## src/rtl/target_access_arbiter.sv

```systemverilog
// rtl/target_access_arbiter.sv - two-master round-robin sequencer for a byte-wide bus target
//
// Serializes read/write transactions from two masters onto one target port.
// Writes go out either as one combined address+data strobe or as an address
// phase followed by a data phase. Every transaction is bounded by an ack timeout.
//
// Ports:
//   clk, rst            clock, asynchronous active-high reset
//   m_req[1:0]          per-master request, held until that master's m_done
//   m_addr[31:0]        master i address in [16i+15:16i]
//   m_wdata[15:0]       master i write byte in [8i+7:8i]
//   m_rw[1:0]           per-master direction, 1 = write
//   m_grant[1:0]        one-cycle pulse on acceptance
//   m_done[1:0]         one-cycle completion pulse
//   m_err[1:0]          pulses with m_done on timeout
//   m_rdata[7:0]        read byte, valid with m_done, held otherwise
//   s_address_in*, s_data_in*, s_rw   target request side (registered)
//   s_data_out*, s_ack, s_ready       target response side
module target_access_arbiter #(
   parameter int SPLIT_WRITE = 0,
   parameter int TIMEOUT     = 16
) (
   input  logic        clk,
   input  logic        rst,
   input  logic [1:0]  m_req,
   input  logic [31:0] m_addr,
   input  logic [15:0] m_wdata,
   input  logic [1:0]  m_rw,
   output logic [1:0]  m_grant,
   output logic [1:0]  m_done,
   output logic [1:0]  m_err,
   output logic [7:0]  m_rdata,
   output logic [15:0] s_address_in,
   output logic        s_address_in_valid,
   output logic [7:0]  s_data_in,
   output logic        s_data_in_valid,
   output logic        s_rw,
   input  logic [7:0]  s_data_out,
   input  logic        s_data_out_valid,
   input  logic        s_ack,
   input  logic        s_ready
);

   typedef enum logic [1:0] {IDLE, ISSUE, DATA, WAIT} state_t;

   localparam logic [7:0] LAST_WAIT = 8'(TIMEOUT - 1);

   state_t      state, state_n;
   logic        ptr, ptr_n;
   logic        win, win_n;
   logic [7:0]  wdata_q, wdata_n;
   logic [7:0]  cnt, cnt_n;

   logic [1:0]  grant_n, done_n, err_n;
   logic [7:0]  rdata_n;
   logic [15:0] addr_n;
   logic        addr_v_n;
   logic [7:0]  data_n;
   logic        data_v_n;
   logic        srw_n;

   // Winner: the pointer master if it requests, otherwise the other one.
   logic        pick;
   logic [15:0] pick_addr;
   logic [7:0]  pick_wdata;

   assign pick       = m_req[ptr] ? ptr : ~ptr;
   assign pick_addr  = pick ? m_addr[31:16] : m_addr[15:0];
   assign pick_wdata = pick ? m_wdata[15:8] : m_wdata[7:0];

   // All outputs are registers; the next-state logic computes the value each
   // output takes during the state being entered. The latched address and
   // direction live directly in s_address_in / s_rw, which hold between phases.
   always_comb begin
      state_n  = state;
      ptr_n    = ptr;
      win_n    = win;
      wdata_n  = wdata_q;
      cnt_n    = cnt;
      grant_n  = 2'b00;
      done_n   = 2'b00;
      err_n    = 2'b00;
      rdata_n  = m_rdata;
      addr_n   = s_address_in;
      addr_v_n = 1'b0;
      data_n   = s_data_in;
      data_v_n = 1'b0;
      srw_n    = s_rw;
      case (state)
         IDLE: begin
            if (s_ready && (m_req != 2'b00)) begin
               win_n          = pick;
               ptr_n          = ~pick;
               grant_n[pick]  = 1'b1;
               addr_n         = pick_addr;
               addr_v_n       = 1'b1;
               srw_n          = m_rw[pick];
               wdata_n        = pick_wdata;
               if (m_rw[pick] && (SPLIT_WRITE == 0)) begin
                  data_v_n = 1'b1;
                  data_n   = pick_wdata;
               end
               state_n = ISSUE;
            end
         end
         ISSUE: begin
            cnt_n = 8'd0;
            if (s_rw && (SPLIT_WRITE != 0)) begin
               data_v_n = 1'b1;
               data_n   = wdata_q;
               state_n  = DATA;
            end else begin
               state_n = WAIT;
            end
         end
         DATA: begin
            cnt_n   = 8'd0;
            state_n = WAIT;
         end
         WAIT: begin
            if (s_ack) begin
               done_n[win] = 1'b1;
               // Read data is taken only on the ack cycle so m_rdata never
               // moves outside a done pulse.
               if (!s_rw) begin
                  rdata_n = s_data_out_valid ? s_data_out : 8'd0;
               end
               state_n = IDLE;
            end else if (cnt == LAST_WAIT) begin
               done_n[win] = 1'b1;
               err_n[win]  = 1'b1;
               rdata_n     = 8'd0;
               state_n     = IDLE;
            end else begin
               cnt_n = cnt + 8'd1;
            end
         end
         default: state_n = IDLE;
      endcase
   end

   always_ff @(posedge clk or posedge rst) begin
      if (rst) begin
         state              <= IDLE;
         ptr                <= 1'b0;
         win                <= 1'b0;
         wdata_q            <= 8'd0;
         cnt                <= 8'd0;
         m_grant            <= 2'b00;
         m_done             <= 2'b00;
         m_err              <= 2'b00;
         m_rdata            <= 8'd0;
         s_address_in       <= 16'd0;
         s_address_in_valid <= 1'b0;
         s_data_in          <= 8'd0;
         s_data_in_valid    <= 1'b0;
         s_rw               <= 1'b0;
      end else begin
         state              <= state_n;
         ptr                <= ptr_n;
         win                <= win_n;
         wdata_q            <= wdata_n;
         cnt                <= cnt_n;
         m_grant            <= grant_n;
         m_done             <= done_n;
         m_err              <= err_n;
         m_rdata            <= rdata_n;
         s_address_in       <= addr_n;
         s_address_in_valid <= addr_v_n;
         s_data_in          <= data_n;
         s_data_in_valid    <= data_v_n;
         s_rw               <= srw_n;
      end
   end

endmodule

```

## config.mk

```make
export PLATFORM = sky130hd
export DESIGN_NAME = target_access_arbiter
export DESIGN_NICKNAME = d
export VERILOG_FILES = /design/src/rtl/target_access_arbiter.sv
export SDC_FILE = /design/constraint.sdc
export NUM_CORES = 1
export LEC_CHECK = 0
export CAP_MARGIN = 25
export CORE_MARGIN = 2
export CORE_UTILIZATION = 40
export CTS_CLUSTER_SIZE = 24
export DETAILED_ROUTE_END_ITERATION = 10
export GPL_TIMING_DRIVEN = 0
export PLACE_DENSITY_LB_ADDON = 0.08
export SKIP_LAST_GASP = 1
export SYNTH_ARGS = -nofsm -noshare
export SYNTH_HDL_FRONTEND = slang
export SYNTH_SLANG_ARGS = --single-unit
```

## constraint.sdc

```tcl
create_clock -name clk -period 1.8 [get_ports clk]
set_input_delay 0.36 -clock clk [delete_from_list [all_inputs] [get_ports clk]]
set_output_delay 0.36 -clock clk [all_outputs]
set_load 0.01 [all_outputs]
```

# Yosys cells after proc, flatten, opt, wreduce, memory -nomap -nowiden
# Cells that the tools add are included.
dict set report classes {
  reduce_logical 13
  n_eq_ne 9
  addsub 1
  order_cmp 5
  shift 0
  n_div 0
  mul 0
  muxes 34
  n_bitwise 2
}
# operator n
set ops {}
lappend ops {{$mux W8} 7}
lappend ops {{$mux W2} 10}
lappend ops {{$mux W16} 1}
lappend ops {{$pmux W8 S2} 1}
lappend ops {{$mux W1} 12}
lappend ops {{$reduce_and A3 Y1} 3}
lappend ops {{$add A8 B1 Y8 const B} 1}
lappend ops {{$eq A8 B4 Y1 const B} 1}
lappend ops {{$ne A2 B2 Y1 const B} 4}
lappend ops {{$lt A1 B2 Y1 const B} 3}
lappend ops {{$pmux W2 S3} 1}
lappend ops {{$reduce_bool A2 Y1} 3}
lappend ops {{$eq A2 B2 Y1 const B} 2}
lappend ops {{$reduce_and A2 Y1} 2}
lappend ops {{$logic_and A1 B1 Y1} 3}
lappend ops {{$ne A3 B3 Y1 const B} 1}
lappend ops {{$demux W1 S1} 2}
lappend ops {{$eq A2 B1 Y1 const B} 1}
lappend ops {{$ge A1 B1 Y1 const B} 2}
lappend ops {{$logic_not A2 Y1} 1}
lappend ops {{$not A1 Y1} 2}
lappend ops {{$reduce_or A2 Y1} 1}
dict set report word_totals {
  out_inout_bits 41
  latch_bits 0
  ram_bits 0
  mem_count 0
  in_bits 65
  word_cells 77
  regBits 53
  rom_bits 0
}

# Depth between registers and ports, before layout
dict set report depth {
  word_depth 9
  depth_mapped 7
  ltp_nobuf 6
}

# Worst setup path after synthesis
# Ideal clock, no wire load.
dict set report synth_path {
  kind {reg-to-reg}
  startpoint {reg ptr}
  endpoint {reg s_data_in[0]}
  setup_slack_ns 0.153
  t_required_ns 1.675
  n_path_buf 1
  path_stages_with_launch 6
  setup_time_ns 0.125
  arrival_time_ns 1.523
  period_less_slack_ns 1.647
  path_cell_list {dfrtp_1 and2_4 nor2_2 buf_6 mux2_2 mux2_2}
}
dict set report synth_between {
  elab_chain_len 6
  word_cells_on_any_way 8
  cone_classes {mux: 6; bitwise: 1; reduce/logical: 1}
}
# item line
set synth_rtl {}
lappend synth_rtl {{start: declaration} 49} ;# logic ptr, ptr_n;
lappend synth_rtl {{start signal: assignment} 160} ;# ptr <= ptr_n;
lappend synth_rtl {{$mux W1 (implied by the code) (2 in a row)} 67} ;# assign pick = m_req[ptr] ? ptr : ~ptr;
lappend synth_rtl {{$mux W1 *} 67}
lappend synth_rtl {{$mux W1 (implied by the code) (2 in a row)} 99} ;# if (m_rw[pick] && (SPLIT_WRITE == 0)) begin
lappend synth_rtl {{$reduce_and A3 Y1 (no source line)} n/a}
lappend synth_rtl {{end signal: assignment} 170} ;# s_data_in <= data_n;
lappend synth_rtl {{end: declaration} 35} ;# output logic [7:0] s_data_in,
# Mark *: on every way between the ends. The rest lies on a longest branch, timed or not. The select of a mux whose other input is x is not followed.
# A chain may end at the register's enable or synchronous reset.

# Worst setup path in the final report
dict set report layout_path {
  startpoint {reg ptr}
  endpoint {reg s_data_in[3]}
}
# The elaborated chain is that of the path after synthesis.

==> flow_metrics.tcl <==
set metrics [dict create \
    synth_edf_count 0 \
    dr.pass1.iters 4 \
    clockRootBuffer "clkbuf_8" \
    synthDistinctLibCells 42 \
    setup_viol 2 \
    critPathBufInv 1 \
    rsz0062_at_grt "true" \
    port_buffers 105 \
    nFillCells 486 \
    grt_pass1_wl_um 8890 \
    cp_max_fo 5 \
    seqCellArea_um2 1330 \
    initial_core_util_pct 41.5 \
    cpLargestDelayFamily "simple AND/OR/NAND/NOR gates" \
    pre_cts_ws_ps -447 \
    grt_usage_pct 17.3 \
    fmax_ghz 0.555 \
    clkTransAtPathRegs_ps 100 \
    numCtsBuffers 5 \
    setup_ws_ps -2.55 \
    ys_warn_count 0 \
    cts_sinks 53 \
    antenna_found_initial 0 \
    netlist.area_leader.share_pct 53.9 \
    rows 28 \
    crit_chain "and2_4, or3b_4, a21oi_4, clkbuf_16, mux2_2" \
    fin_total_pwr_mw 5.00 \
    maxSlewHeadroom_pct 70.7 \
    die_h_um 82.4 \
    synth_largest_area_cell "dfrtp_1" \
    grt_pass1_vias 1946 \
    cp.required_ps 2000 \
    multi_input_area_um2 1070 \
    status "complete, but fails checks" \
    drtIter0Drc 54 \
    ys_top_cells_by_area "dfrtp_1, mux2i_1, mux2_2" \
    drv_cap 0 \
    gp_congestion 0.768 \
    cpPeakStageDelay_ps 420 \
    path_class "flop to flop" \
    p_leak_nw 1.75 \
    wl_um 5540 \
    finalCriticalPeriod_ps 1800 \
    hpwl_um 4210 \
    area_growth_pct 55.4 \
    vias 1995 \
    synth-main-ff-cell "dfrtp_1" \
    cts_tree "done" \
    drtAntennaViolNets 0 \
    drc_errors 0 \
    powerDensity_nw_per_um2 1310 \
    layout-drive-gt1-share_pct 13.8 \
    async_reset_ff_share_pct 100 \
    finalMaxSlewViolations 0 \
    grt_start_max_net_pins 38 \
    synth_cells 212 \
    clock_latency_ps 310 \
    syn-cell-area_um2 2460 \
    arrival_ps 2000 \
    postCtsHoldBufs 0 \
    yosys.cell_count.top_type "dfrtp_1" \
    n_antenna_cell 0 \
    syn_nets 282 \
    dieArea_um2 6790 \
    worst_slew_pin_slew_ps 439 \
    crit_slowest_cell "dfrtp_1" \
    finalHoldViolCount 0 \
    violations "setup timing" \
    pin_count 106 \
    wl_per_cell_um 13.8 \
    cp-start-kind "flop" \
    setup.worst_path.end_class "flop" \
    die_w_um 82.4 \
    hold_path.class "primary input to asynchronous set/reset pin" \
    ir_worst_vdd_mv 0.722 \
    ys_seq_elements 53 \
    synthTopCellsByCount "dfrtp_1, nand2_1, o21ai_0, mux2i_1, mux2_2" \
    min_period_over_period_pct 100 \
    synth_area_per_cell_um2 11.6 \
    grt_overflow 0 \
    h-tree-depth 2 \
    fin_skew_ps 9.30 \
    nNetsFinal 395 \
    yosysSeqAreaShare_pct 53.9 \
    via_per_inst 4.98 \
    core_um2 5920 \
    cts_buffer_depth 2 \
]
[placed cells by master (no fill, tap or decap), types with 5 or more instances in the layout]
master / n
mux2i_1: 17
nand2_1: 28
a22o_1: 8
mux2_2: 15
nand3_1: 5
dfrtp_1: 53
ha_1: 5
clkdlybuf4s50_1: 103
o21ai_0: 19
nor2_1: 6
clkbuf_8: 5
inv_1: 6
[worst register-to-register path: cells and delay by family, from the launching register on]
kind	cells	cell delay, ps
simple gates	2	570
flops	1	420
mux	1	320
compound gates	1	210
buf+inv	1	190
[cell families after synthesis]
logic type                 share of synthesized area (%)
AOI/OAI and AO/OA                                   13.4
adders and majority gates                           2.54
DFF                                                 53.9
muxes                                               15.0
and+or+nand+nor                                     11.8
buffers and inverters                               3.26
[metrics by stage]
| step | cell area [um^2] | TNS (ps) | cells | util, % | hold slack [ps] |
|---|---|---|---|---|---|
| global route | 3820 | -114 | 401 | 64.5 | 383 |
| floorplan | 2460 | 0 | 212 | - | 473 |
| finish | 3820 | -3.91 | 401 | 64.5 | 338 |
| detailed placement | 3620 | -11420 | 393 | 61.2 | 469 |
| CTS | 3790 | 0 | 402 | 64.1 | 339 |
| global placement | 3600 | -58680 | 392 | 60.9 | 461 |
[repair_timing]
item                                    in CTS  in global routing
pin swaps                                    1                  2
resized for setup                            4                  7
endpoints found under the setup margin      13                 36
gates cloned                                 0                  1
setup buffers                                1                  0
[metal layers]
metal  global-route usage, %  routed length, um  vias up
met4                    6.17                108        0
met3                    7.07                465       10
met2                    28.9               2810       67
met5                       0                  0        -
met1                    19.9               2160      939
li1                        -                  -      979
[power breakdown]
group / total [mW] / switching, mW / internal [mW]
Combinational: 2.24 / 0.953 / 1.29
Clock: 0.935 / 0.383 / 0.552
Sequential: 1.83 / 0.227 / 1.60
Total: 5.00 / 1.56 / 3.44
[registers in the layout (all words and copies together), names as in the netlist]
signal / cells
s_address_in: 16
cnt: 8
m_rdata: 8
s_data_in: 8
m_done: 2
m_err: 2
m_grant: 2
state: 2
ptr: 1
s_address_in_valid: 1
s_data_in_valid: 1
s_rw: 1
win: 1
[final timing paths]
check / startpoint / to / slack [ps] / cells after the start
worst min register to register: s_address_in[9] / s_address_in[9] / 480 / 2
worst max register to register: ptr / s_data_in[3] / -3 / 5
worst max-delay path: ptr / s_data_in[3] / -3 / 5
worst min-delay path: rst / m_done[1] / 340 / 2
min in group clk: m_req[1] / m_grant[0] / 460 / 3
max in group asynchronous: rst / s_address_in[0] / 940 / 3
[cell type report]
type / count / area share [%]
Sequential cell: 53 / 34.7
Tap cell: 75 / 2.46
Timing Repair Buffer: 108 / 29.3
Buffer: 8 / 1.28
Inverter: 7 / 0.688
Clock inverter: 3 / 1.70
Clock buffer: 5 / 1.80
Multi-Input combinational cell: 142 / 28.0
Power figures use the tool's default switching activity.
